==> src/rtl/display_scan_capture_if.sv <==
// display_scan_capture_if: display pin bus in, captured digit/frame results out.
interface display_scan_capture_if;
    logic [7:0]  an_in;
    logic [7:0]  seg_in;
    logic        cap_strobe;
    logic [2:0]  cap_idx;
    logic [7:0]  cap_seg;
    logic [63:0] frame_seg;
    logic        frame_valid;
    logic        onehot_err;
    modport master (
        output an_in, seg_in,
        input  cap_strobe, cap_idx, cap_seg, frame_seg, frame_valid, onehot_err
    );
    modport slave (
        input  an_in, seg_in,
        output cap_strobe, cap_idx, cap_seg, frame_seg, frame_valid, onehot_err
    );
endinterface

==> src/rtl/display_scan_capture.sv <==
// display_scan_capture: rebuilds 8-digit frames from a multiplexed active-low
// seven-segment bus, capturing each digit once it has been stable long enough.
module display_scan_capture #(
    parameter int SETTLE_CYCLES = 4
) (
    input logic clk,
    input logic rst,
    display_scan_capture_if.slave bus
);
    localparam logic [7:0] SC = 8'(SETTLE_CYCLES);
    typedef enum logic [1:0] {IDLE, SETTLE, HELD, ERR} state_t;
    state_t           state;
    logic [7:0]       an_q, seg_q, an_p, seg_p, cnt, mask, a, mask_nx;
    logic [7:0][7:0]  shadow, shadow_nx;
    logic [3:0]       pop;
    logic [2:0]       idx;
    logic             valid, multi, blank, same, cap, full;
    always_comb begin
        a = ~an_q;
        pop = 4'd0;
        idx = 3'd0;
        for (int i = 0; i < 8; i++) begin
            if (a[i]) begin
                pop = pop + 4'd1;
                idx = 3'(i);
            end
        end
        blank = pop == 4'd0;
        valid = pop == 4'd1;
        multi = pop > 4'd1;
        same = valid && ({an_q, seg_q} == {an_p, seg_p});
        // a fresh pattern counts as sample 1, so SETTLE_CYCLES=1 captures immediately
        cap = valid && (same ? cnt == SC - 8'd1 : SC == 8'd1);
        mask_nx = mask | (8'h01 << idx);
        full = &mask_nx;
        shadow_nx = shadow;
        shadow_nx[idx] = ~seg_q;
    end
    always_ff @(posedge clk) begin
        if (rst) begin
            state           <= IDLE;
            an_q            <= 8'hFF;
            seg_q           <= 8'hFF;
            an_p            <= 8'hFF;
            seg_p           <= 8'hFF;
            cnt             <= 8'd0;
            mask            <= 8'd0;
            shadow          <= '0;
            bus.cap_strobe  <= 1'b0;
            bus.cap_idx     <= 3'd0;
            bus.cap_seg     <= 8'd0;
            bus.frame_seg   <= 64'd0;
            bus.frame_valid <= 1'b0;
            bus.onehot_err  <= 1'b0;
        end else begin
            an_q            <= bus.an_in;
            seg_q           <= bus.seg_in;
            an_p            <= an_q;
            seg_p           <= seg_q;
            bus.cap_strobe  <= cap;
            bus.frame_valid <= cap && full;
            bus.onehot_err  <= multi && state != ERR;
            if (blank) begin
                cnt   <= 8'd0;
                state <= IDLE;
            end else if (multi) begin
                cnt   <= 8'd0;
                state <= ERR;
                mask  <= 8'd0;
            end else begin
                cnt   <= !same ? 8'd1 : (cnt < SC ? cnt + 8'd1 : cnt);
                state <= cap ? HELD : (!same ? SETTLE : state);
                if (cap) begin
                    shadow      <= shadow_nx;
                    bus.cap_idx <= idx;
                    bus.cap_seg <= ~seg_q;
                    mask        <= full ? 8'd0 : mask_nx;
                    if (full) bus.frame_seg <= shadow_nx;
                end
            end
        end
    end
endmodule

==> src/flat_wrapper.sv <==
// flat-port wrapper written by rule: the top's interface ports become plain ports
module display_scan_capture_flat 
#(
    parameter int SETTLE_CYCLES = 4
)
  (clk, rst, bus_an_in, bus_seg_in, bus_cap_strobe, bus_cap_idx, bus_cap_seg, bus_frame_seg, bus_frame_valid, bus_onehot_err);
  display_scan_capture_if bus_i ();
  input logic clk;
  input logic rst;
  input wire logic [$bits(bus_i.an_in)-1:0] bus_an_in;
  input wire logic [$bits(bus_i.seg_in)-1:0] bus_seg_in;
  output wire logic [$bits(bus_i.cap_strobe)-1:0] bus_cap_strobe;
  output wire logic [$bits(bus_i.cap_idx)-1:0] bus_cap_idx;
  output wire logic [$bits(bus_i.cap_seg)-1:0] bus_cap_seg;
  output wire logic [$bits(bus_i.frame_seg)-1:0] bus_frame_seg;
  output wire logic [$bits(bus_i.frame_valid)-1:0] bus_frame_valid;
  output wire logic [$bits(bus_i.onehot_err)-1:0] bus_onehot_err;
  assign bus_i.an_in = bus_an_in;
  assign bus_i.seg_in = bus_seg_in;
  assign bus_cap_strobe = bus_i.cap_strobe;
  assign bus_cap_idx = bus_i.cap_idx;
  assign bus_cap_seg = bus_i.cap_seg;
  assign bus_frame_seg = bus_i.frame_seg;
  assign bus_frame_valid = bus_i.frame_valid;
  assign bus_onehot_err = bus_i.onehot_err;
  display_scan_capture #(.SETTLE_CYCLES(SETTLE_CYCLES)) u_core (.clk(clk), .rst(rst), .bus(bus_i));
endmodule
==> config.mk <==
export PLATFORM = sky130hd
export DESIGN_NAME = display_scan_capture_flat
export DESIGN_NICKNAME = d
export VERILOG_FILES = /design/src/rtl/display_scan_capture_if.sv /design/src/rtl/display_scan_capture.sv /design/src/flat_wrapper.sv
export SDC_FILE = /design/constraint.sdc
export NUM_CORES = 1
export LEC_CHECK = 0
export CAP_MARGIN = 20
export CORE_UTILIZATION = 55
export CTS_CLUSTER_SIZE = 8
export DETAILED_ROUTE_END_ITERATION = 10
export PLACE_DENSITY_LB_ADDON = 0.05
export SLEW_MARGIN = 30
export SYNTH_ARGS = -nofsm -noshare
export SYNTH_HDL_FRONTEND = slang
export SYNTH_SLANG_ARGS = --single-unit
==> constraint.sdc <==
create_clock -name clk -period 5.2 [get_ports clk]
set_clock_uncertainty 0.05 [all_clocks]
set_input_delay 0.78 -clock clk [delete_from_list [all_inputs] [get_ports clk]]
set_output_delay 0.78 -clock clk [all_outputs]
set_load 0.05 [all_outputs]
## Word level (Yosys, flattened, before mapping)

Index checks and enable logic that the tools add are counted.

- Latch bits: 0
- Output and inout bits: 78
- Memories kept: 0
- Register bits: 192
- Bits in read-only memories: 0
- RAM bits: 0
- Input bits: 18
- Word-level logic and storage cells: 88

- Reduce and logical (&&, ||, !) cells: 14
- Order comparisons: 4
- Bitwise logic cells: 6
- Muxes and demuxes: 27
- Shift operators: 1
- Eq/ne operators: 6
- Multipliers: 0
- Divide/modulo/power cells: 0
- Add/sub/neg operators: 8

Operators with widths:

| kind | number |
|---|---|
| $bwmux 64 | 1 |
| $mux 8 | 4 |
| $mux 4 | 7 |
| $add 4x1->4 const B | 6 |
| $demux 8 s3 | 1 |
| $eq 16x16->1 | 1 |
| $not 8->8 | 2 |
| $mux 3 | 4 |
| $reduce_and 11->1 | 1 |
| $mux 2 | 5 |
| $add 8x1->8 const B | 1 |
| $eq 8x2->1 const B | 1 |
| $lt 8x3->1 const B | 1 |
| $or 8x8->8 | 1 |
| $reduce_and 8->1 | 1 |
| $shl 1x3->8 const A | 1 |
| $logic_and 1x1->1 | 5 |
| $mux 1 | 5 |
| $eq 4x1->1 const B | 1 |
| $gt 4x1->1 const B | 1 |
| $logic_not 4->1 | 1 |
| $lt 3x4->1 const B | 1 |
| $ne 2x2->1 const B | 2 |
| $reduce_or 4->1 | 1 |
| other kinds (9) | 11 |

## Longest topological paths before layout

Gate-level depths: netlist (run 1).

- Depth after elaboration: 22
- Depth in mapped cells: 23
- Mapped depth without buffers: 20

## Worst setup path after synthesis (run 1)

OpenSTA, ideal clock, no wires.

- Path kind: register to register
- Start point: register u_core.an_q[1]
- End point: register u_core.bus.cap_idx[1]
- Library setup time: 131 ps
- Data arrival time: 4614 ps
- Period minus slack after synthesis: 4795 ps
- Stages on the path, launching flop included: 21
- Slack: 405 ps
- Buffers on the path: 4
- Required time: 5019 ps
- Cells stage by stage: dfxtp_1 > clkbuf_1 > inv_1 > ha_1 > buf_4 > xor3_1 > buf_4 > ha_1 > nor2_1 > a21oi_1 > a21boi_1 > o31ai_2 > ha_1 > nor2b_1 > or2_2 > nor3_1 > a31oi_2 > or4_1 > buf_6 > a311oi_1 > nor3_1

- Word-level cells in the longest chain between the ends: 19
- Elaborated cells between the ends (all ways): 24
- Those cells by class: add/sub: 6; order compare: 1; eq/ne: 2; mux: 8; bitwise: 3; reduce/logical: 4

Ends and longest elaborated chain:

| item | RTL line | text |
|---|---|---|
| from (decl) | display_scan_capture.sv:13 | `logic [7:0] an_q, seg_q, an_p, seg_p, cnt, mask, a, mask_nx;` |
| from (signal assigned) | display_scan_capture.sv:56 | `an_q <= bus.an_in;` |
| $not 8->8 | display_scan_capture.sv:19 | `a = ~an_q;` |
| $mux 4 | display_scan_capture.sv:23 | `if (a[i]) begin` |
| $add 4x1->4 | display_scan_capture.sv:24 | `pop = pop + 4'd1;` |
| $mux 4 | display_scan_capture.sv:23 |  |
| $add 4x1->4 | display_scan_capture.sv:24 |  |
| $mux 4 | display_scan_capture.sv:23 |  |
| $add 4x1->4 | display_scan_capture.sv:24 |  |
| $mux 4 | display_scan_capture.sv:23 |  |
| [3 not listed] | - |  |
| $mux 4 | display_scan_capture.sv:23 |  |
| $add 4x1->4 | display_scan_capture.sv:24 |  |
| $mux 4 | display_scan_capture.sv:23 |  |
| $eq 4x1->1 | display_scan_capture.sv:29 | `valid = pop == 4'd1;` |
| $logic_and 1x1->1 | display_scan_capture.sv:31 | `same = valid && ({an_q, seg_q} == {an_p, seg_p});` |
| $mux 1 | display_scan_capture.sv:33 | `cap = valid && (same ? cnt == SC - 8'd1 : SC == 8'd1);` |
| $logic_and 1x1->1 | display_scan_capture.sv:33 |  |
| $reduce_and 3->1 (no line) (*) | - |  |
| to (signal assigned) | display_scan_capture.sv:75 | `bus.cap_idx <= idx;` |
| to (decl) | display_scan_capture_if.sv:17 | `output cap_strobe, cap_idx, cap_seg, frame_seg, frame_valid, onehot_err` |

Every way passes the cells marked *; elsewhere a longest branch is shown, timed or not.
A chain may end at the register's enable or synchronous reset.

## Worst setup path after layout (run 1)

- Start point: register u_core.an_q[1]
- End point: register u_core.shadow[28] in the netlist's numbering

- Word-level cells in the longest chain between the ends: 19
- Elaborated cells between the ends (all ways): 37
- Those cells by class: add/sub: 6; order compare: 3; eq/ne: 2; mux: 18; bitwise: 3; reduce/logical: 5

Ends and longest elaborated chain:

| item | RTL line | text |
|---|---|---|
| $not 8->8 | display_scan_capture.sv:19 |  |
| $mux 4 | display_scan_capture.sv:23 |  |
| $add 4x1->4 | display_scan_capture.sv:24 |  |
| $mux 4 | display_scan_capture.sv:23 |  |
| $add 4x1->4 | display_scan_capture.sv:24 |  |
| $mux 4 | display_scan_capture.sv:23 |  |
| $add 4x1->4 | display_scan_capture.sv:24 |  |
| $mux 4 | display_scan_capture.sv:23 |  |
| [3 not listed] | - |  |
| $mux 4 | display_scan_capture.sv:23 |  |
| $add 4x1->4 | display_scan_capture.sv:24 |  |
| $mux 4 | display_scan_capture.sv:23 |  |
| $eq 4x1->1 | display_scan_capture.sv:29 |  |
| $logic_and 1x1->1 | display_scan_capture.sv:31 |  |
| $mux 1 | display_scan_capture.sv:33 |  |
| $logic_and 1x1->1 | display_scan_capture.sv:33 |  |
| $reduce_and 3->1 (no line) | - |  |
| to (signal assigned) | display_scan_capture.sv:74 | `shadow <= shadow_nx;` |
| to (decl) | display_scan_capture.sv:14 | `logic [7:0][7:0] shadow, shadow_nx;` |

Parallel ways exist; a longest one is shown, timed or not.

==> results of run 1 <==
==> kinds of logic after synthesis <==
group / synth area share
xor+xnor: 0.04126
compound gates: 0.1230
flops: 0.4527
simple gates: 0.1872
buf+inv: 0.05040
mux: 0.1322
fa+ha+maj: 0.01326
==> worst paths after layout <==
path | end | slack [ns] | startpoint
worst max-delay path | u_core.shadow[28] | 0.20 | u_core.an_q[1]
worst min-delay path | u_core.shadow[25] | 0.41 | u_core.shadow[25]
worst max register to register | u_core.shadow[28] | 0.20 | u_core.an_q[1]
worst min register to register | u_core.shadow[25] | 0.41 | u_core.shadow[25]
==> critical path, cell delays in order (launching register included) <==
cell and delay, ns:
dfxtp_2 0.42, inv_1 0.10, ha_1 0.38, buf_4 0.18, xor2_1 0.17, o21ai_1 0.09
ha_1 0.34, nor2_1 0.21, a21oi_2 0.09, and3b_1 0.24, o31ai_4 0.25, ha_1 0.27
nor2b_1 0.14, or2_2 0.36, nor3_2 0.17, a31oi_2 0.11, or4_1 0.62, buf_4 0.27
nor2_8 0.22, mux2i_1 0.24
==> flip-flops by register name, summed over array words and instances (netlist names) <==
name	flops
u_core.bus.cap_strobe	1
u_core.an_q	8
u_core.bus.cap_idx	3
u_core.state	2
u_core.bus.frame_seg	64
u_core.bus.frame_valid	1
u_core.bus.onehot_err	1
u_core.cnt	8
u_core.mask	8
u_core.bus.cap_seg	8
u_core.an_p	8
u_core.seg_q	8
u_core.shadow	64
u_core.seg_p	8
==> layer usage <==
metal  wire (um)  GRT usage  share of wire  up-vias
met5           0          0              0        -
met4         214    0.06378          0.011        0
met3         780    0.06415          0.039       20
met2        9824     0.4530           0.49      136
met1        9191     0.3343           0.46     3225
li1            -          -              -     3302
==> report_power, final <==
| group | internal [mW] | leakage, nW | switching, mW |
|---|---|---|---|
| combinational | 0.115 | 1.73 | 0.181 |
| clock | 0.678 | 0.275 | 0.599 |
| sequential | 1.49 | 1.55 | 0.0355 |
==> cell type report <==
type                            count  share of cell area
Timing Repair Buffer              114              0.1116
Tap cell                          188             0.02326
Multi-Input combinational cell    650              0.4218
Clock buffer                       18             0.04243
Sequential cell                   192              0.3801
Clock inverter                     14             0.01522
Inverter                           15            0.005567
==> cell usage in the layout, fill, tap and decap left out, drive strengths merged, types with 2 or more instances in the layout <==
cell type	instances
clkdlybuf4s50	94
or4	2
o2111ai	2
xor2	23
nand4	5
nor2	114
nand2	111
buf	20
a41oi	2
o211ai	2
and3b	2
a211oi	21
a31oi	3
or3	5
or2	26
o211a	2
dfxtp	192
a21boi	2
nor3b	4
inv	19
clkbuf	18
ha	9
clkinv	6
nand3	7
o21ai	61
and2	7
clkinvlp	3
nand2b	10
xnor2	10
nor4	11
nor2b	7
a311oi	19
o21a	2
nor3	14
mux2i	111
a21oi	40
a21o	2
==> timing repair <==
action / CTS / global route
hold buffers: 0 / 0
endpoints found under the setup margin: 2 / 94
buffers inserted: 0 / 1
resized for setup: 1 / 6
==> summary.txt, run 1 <==
Place
  • Post-place instance area: 0.009497 mm^2
  • Placed cell count: approximately 1200
  • Port Buf Inserts: 95
  • Gpl congestion: 0.8100
  • HPWL Detailed: around 13000 um
  • Dpl ws: ~0.026 ns

CTS
  • H-tree depth: 4
  • CTS tree: done
  • TritonCTS Buffers: 17
  • Clk sinks: approximately 190
  • Clk pin slew, worst setup/hold paths: 0.07 ns
  • Clk Latency, worst-skew pair: about 0.43 ns
  • Max clock buf depth: 2
  • Clk root buf: clkbuf_16

Drt
  • Iteration-0 DRC Markers: slightly below 400
  • Post-Route WL: between 20000 and 25000 um
  • Drt first pass iters: 4
  • Via density per instance: between 5 and 6
  • Avg WL per Cell: approximately 17 um
  • Post-route ant nets: 0
  • Drt drc: 0
  • Routed vias: ~6700

GRT
  • Antenna violations before repair: 0
  • GRT Total Usage: 0.2644
  • Vias in the first global route: around 6500
  • First-pass GRT wire length: 33180 um
  • Gr ovfl total: 0
  • Largest net degree at the start of global routing: 67

Layout
  • Util after Layout: 0.6678
  • Reg area: slightly below 0.004 mm^2
  • Post-route insts no fill: between 1000 and 1500
  • Share of post-route cells with drive strength above 1: 0.1027
  • Multi-input logic area: 0.004267 mm^2
  • Diode count: 0
  • Final instance area: slightly above 0.01 mm^2
  • Area Overhead vs Synth: 19.13%
  • Fill count: between 1000 and 1500
  • # nets final: just over 1000

Setup path
  • Critical Path AT: between 5 and 6 ns
  • Critical setup path kind: flip-flop to flip-flop
  • CP Max Fanout: 8
  • Endpoint class of the critical path: flip-flop
  • Critical Path RT: between 5 and 6 ns
  • CP Launch Type: flip-flop
  • R2R depth: 19

Synth
  • Synthesized area per cell: 9.042 um^2
  • Top post-synthesis cells by count: 192 x dfxtp_1, 111 x mux2i_1, 111 x nand2_1
  • Post-synth ARST share: 0
  • Synth Register Bits: approximately 190
  • Post-synth EDFFs: 0
  • Synth Instances: roughly 940
  • Post-Syn Nets: between 900 and 1000
  • Yosys top cell area share: 0.4527
  • Cell Area, Synth: 0.008491 mm^2
  • Sequential share of the synthesized area: 0.4527
  • Count leader, synth: dfxtp_1
  • Largest cells by area after synthesis: dfxtp_1 45%, mux2i_1 13%, nand2_1 4.9%
  • Synth area leader: dfxtp_1
  • Yosys cell types: 64
  • Post-synth top flop: dfxtp_1
  • Yosys warns: 0

Pwr
  • Worst vdd ir: between 0.0002 and 0.00025 V
  • Tot Pwr: approximately 3.1 mW
  • Leakage: 3.559 nW
  • PwrDens: between 300 and 400 mW/mm^2

Floorplanning
  • Core Rows: between 40 and 50
  • # IOs: between 90 and 100
  • Die Span X: between 100 and 150 um
  • Core area: about 0.015 mm^2
  • Die Y: 126.2 um
  • Initial core utilization: 0.5606
  • Die Area: 0.01594 mm^2

STA
  • Setup WS post-layout: 0.1995 ns
  • Least-Margin Pin Slew: about 0.83 ns
  • Relative slew slack: 0.4457
  • Max-slew violations: 0
  • # setup viols final: 0
  • TNS Setup: 0 ns
  • FMAX: between 150 and 200 MHz
  • Hold_ws: just over 0.4 ns
  • Fin crit period: roughly 5 ns
  • Final hold viol count: 0
  • Final cycle utilization of the critical path: 0.9616

Run
  • # Max-Cap Violations: 0

Hold path
  • Hold Path Stages: 2
  • HP Class: flip-flop to flip-flop

Outcome
  • Status: finished, final reports clean
Power figures use the tool's default switching activity.
==> run 2, diff against run 1 <==
GPL_TIMING_DRIVEN = 0   (was unset)
==> run 2 against run 1 <==
Non-clock buffer count grew 67. Combinational power rose by 18%. Worst setup slack better by 0.0015 ns. Design area up 3.3%. Sequential power hardly changed. Wire length increased by 7.8%. Power up 1.1%. Clock power about the same.
==> summary.txt, run 2 (synthesis gave the netlist of run 1 again) <==
Hold path
  • Hold Startpoint: u_core.cnt[6] (was u_core.shadow[25])
  • Hold Path Stages: 1 (was 2)
  • HP Class: flip-flop to flip-flop (unchanged)
  • Hold Crit Endpoint: u_core.cnt[6] (was u_core.shadow[25])

Setup path
  • Critical Path RT: 5.51 ns (about the same)
  • Worst R2R Setup Slack: 0.20 ns (about the same)
  • CP Max Fanout: 10 (was 8)
  • CP Launch Type: flip-flop (unchanged)
  • R2R Path End: u_core.shadow[57] (was u_core.shadow[28])
  • R2R depth: 22 (was 19)
  • Critical setup path kind: flip-flop to flip-flop (unchanged)
  • Endpoint class of the critical path: flip-flop (unchanged)
  • Reg2reg start: u_core.an_q[1] (unchanged)
  • Critical Path AT: 5.31 ns (about the same)

Layout
  • Fill count: 1261 (was 1210)
  • Most common cell after layout, fill and taps aside: dfxtp_1 (unchanged)
  • Biggest regs: u_core.bus.frame_seg x64, u_core.shadow x64 (unchanged)
  • # nets final: 1084 (was 1017)
  • Reg area: 0.003844 mm^2 (was 0.003845 mm^2)
  • Multi-input logic area: 0.004334 mm^2 (was 0.004267 mm^2)
  • Final instance area: 0.01045 mm^2 (was 0.01011 mm^2)
  • Share of post-route cells with drive strength above 1: 0.1084 (was 0.1027)
  • Area Overhead vs Synth: 23.11% (was 19.13%)
  • Util after Layout: 0.6901 (was 0.6678)
  • Highest-count cells in the layout ignoring fill and taps: 192 x dfxtp_1, 111 x nand2_1, 110 x mux2i_1 (was 191 x dfxtp_1, 111 x mux2i_1, 111 x nand2_1)
  • Diode count: 0 (unchanged)

Run
  • # Max-Cap Violations: 0 (unchanged)

CTS
  • TritonCTS Buffers: 17 (unchanged)
  • Max clock buf depth: 2 (unchanged)
  • Clk pin slew, worst setup/hold paths: 0.07 ns (about the same)
  • CTS tree: done (unchanged)
  • Clk Latency, worst-skew pair: 0.43 ns (about the same)
  • Clk root buf: clkbuf_16 (unchanged)
  • Clk sinks: 192 (unchanged)
  • H-tree depth: 4 (unchanged)

Floorplanning
  • Die Y: 126.2 um (unchanged)
  • Die Area: 0.01594 mm^2 (unchanged)
  • # IOs: 96 (unchanged)
  • Die Span X: 126.2 um (unchanged)
  • Core Rows: 45 (unchanged)
  • Initial core utilization: 0.5606 (unchanged)
  • Core area: 0.01515 mm^2 (unchanged)

STA
  • Relative slew slack: 0.4404 (was 0.4457)
  • Fin crit period: 4.999 ns (was 5.001 ns)
  • Final hold viol count: 0 (unchanged)
  • TNS Setup: 0 ns (unchanged)
  • # setup viols final: 0 (unchanged)
  • FMAX: 200.0 MHz (about the same)
  • Least-Margin Pin Slew: 0.8394 ns (was 0.8304 ns)
  • Final cycle utilization of the critical path: 0.9614 (was 0.9616)
  • Max-slew violations: 0 (unchanged)

GRT
  • Largest net degree at the start of global routing: 20 (was 67)
  • Gr ovfl total: 0 (unchanged)
  • Antenna violations before repair: 0 (unchanged)
  • First-pass GRT wire length: 34230 um (was 33180 um)
  • GRT Total Usage: 0.2759 (was 0.2644)
  • Vias in the first global route: 6585 (was 6521)

Place
  • Gpl congestion: 0.8515 (was 0.8100)
  • Port Buf Inserts: 95 (unchanged)
  • Post-place instance area: 0.009677 mm^2 (was 0.009497 mm^2)
  • HPWL Detailed: 14690 um (was 13390 um)

Pwr
  • Tot Pwr: 3.131 mW (was 3.097 mW)
  • Leakage: 3.688 nW (was 3.559 nW)
  • PwrDens: 299.6 mW/mm^2 (was 306.2 mW/mm^2)
  • Worst vdd ir: 0.0003132 V (was 0.0002391 V)

Outcome
  • Status: finished, final reports clean (unchanged)

Drt
  • Via density per instance: 5.558 (was 5.611)
  • Routed vias: 6992 (was 6683)
  • Drt drc: 0 (unchanged)
  • Post-route ant nets: 0 (unchanged)
  • Post-Route WL: 21560 um (was 20010 um)
  • Iteration-0 DRC Markers: 607 (was 391)
  • Drt first pass iters: 5 (was 4)
  • Avg WL per Cell: 17.14 um (was 16.80 um)
==> run 2: power by group <==
part | total (mW) | internal [mW] | switching [mW]
Sequential | 1.50 | 1.49 | 0.0134
Clock | 1.28 | 0.650 | 0.630
Combinational | 0.350 | 0.127 | 0.223
Total | 3.13 | 2.26 | 0.866
==> run 2: layout make-up <==
cell class | count | area share
Multi-Input combinational cell | 650 | 0.4147
Sequential cell | 192 | 0.3677
Timing Repair Buffer | 99 | 0.09421
Clock buffer | 18 | 0.04202
Buffer | 82 | 0.03986
Tap cell | 188 | 0.02250
Clock inverter | 14 | 0.01365
Inverter | 15 | 0.005387
==> run 2: worst max-delay path by stage <==
stage,cells after the start,start,end
global route,23,u_core.an_q[1],u_core.bus.frame_seg[33]
floorplan,20,u_core.an_q[1],u_core.bus.cap_idx[1]
detailed placement,22,u_core.an_q[1],u_core.bus.frame_seg[1]
global placement,21,u_core.an_q[1],u_core.bus.frame_seg[60]
finish,22,u_core.an_q[1],u_core.shadow[57]
CTS,20,u_core.an_q[1],u_core.bus.cap_idx[1]
==> run 2: routing by layer <==
metal / up-vias / wire length (um) / global-route usage
li1: 3449 / - / -
met1: 3324 / 9869 / 0.3661
met2: 198 / 10330 / 0.4605
met3: 21 / 1133 / 0.05607
met4: 0 / 233 / 0.06591
met5: - / 0 / 0
==> run 2: timing repair <==
item | in CTS | in global routing
gates cloned | 1 | 0
setup endpoints to repair | 155 | 155
buffers inserted | 1 | 2
pin swaps | 1 | 6
hold buffers | 0 | 0
resized for setup | 9 | 29
==> run 2: critical path, cell delays in order (launching register included) <==
cell       delay [ns]
dfxtp_1          0.37
buf_6            0.15
inv_1            0.07
ha_1             0.30
buf_6            0.16
xor2_4           0.18
inv_2            0.07
ha_1             0.31
nor3b_2          0.17
mux2i_1          0.18
o211ai_1         0.23
inv_1            0.10
ha_1             0.14
nand2b_1         0.08
xnor2_2          0.16
xnor3_2          0.43
o2111ai_1        0.16
a211oi_2         0.37
nor2_1           0.10
or4_4            0.50
buf_12           0.18
nor2_8           0.22
mux2i_1          0.23
==> run 2: per-stage QoR <==
step / hold WS (ns) / cells / worst slack (ns)
floorplan: 0.3802 / 939 / 0.4046
global placement: 0.3920 / 1222 / -0.3765
detailed placement: 0.3971 / 1222 / -0.4376
CTS: 0.4101 / 1256 / 0.002286
global route: 0.4272 / 1258 / -0.01732
finish: 0.4103 / 1258 / 0.2010
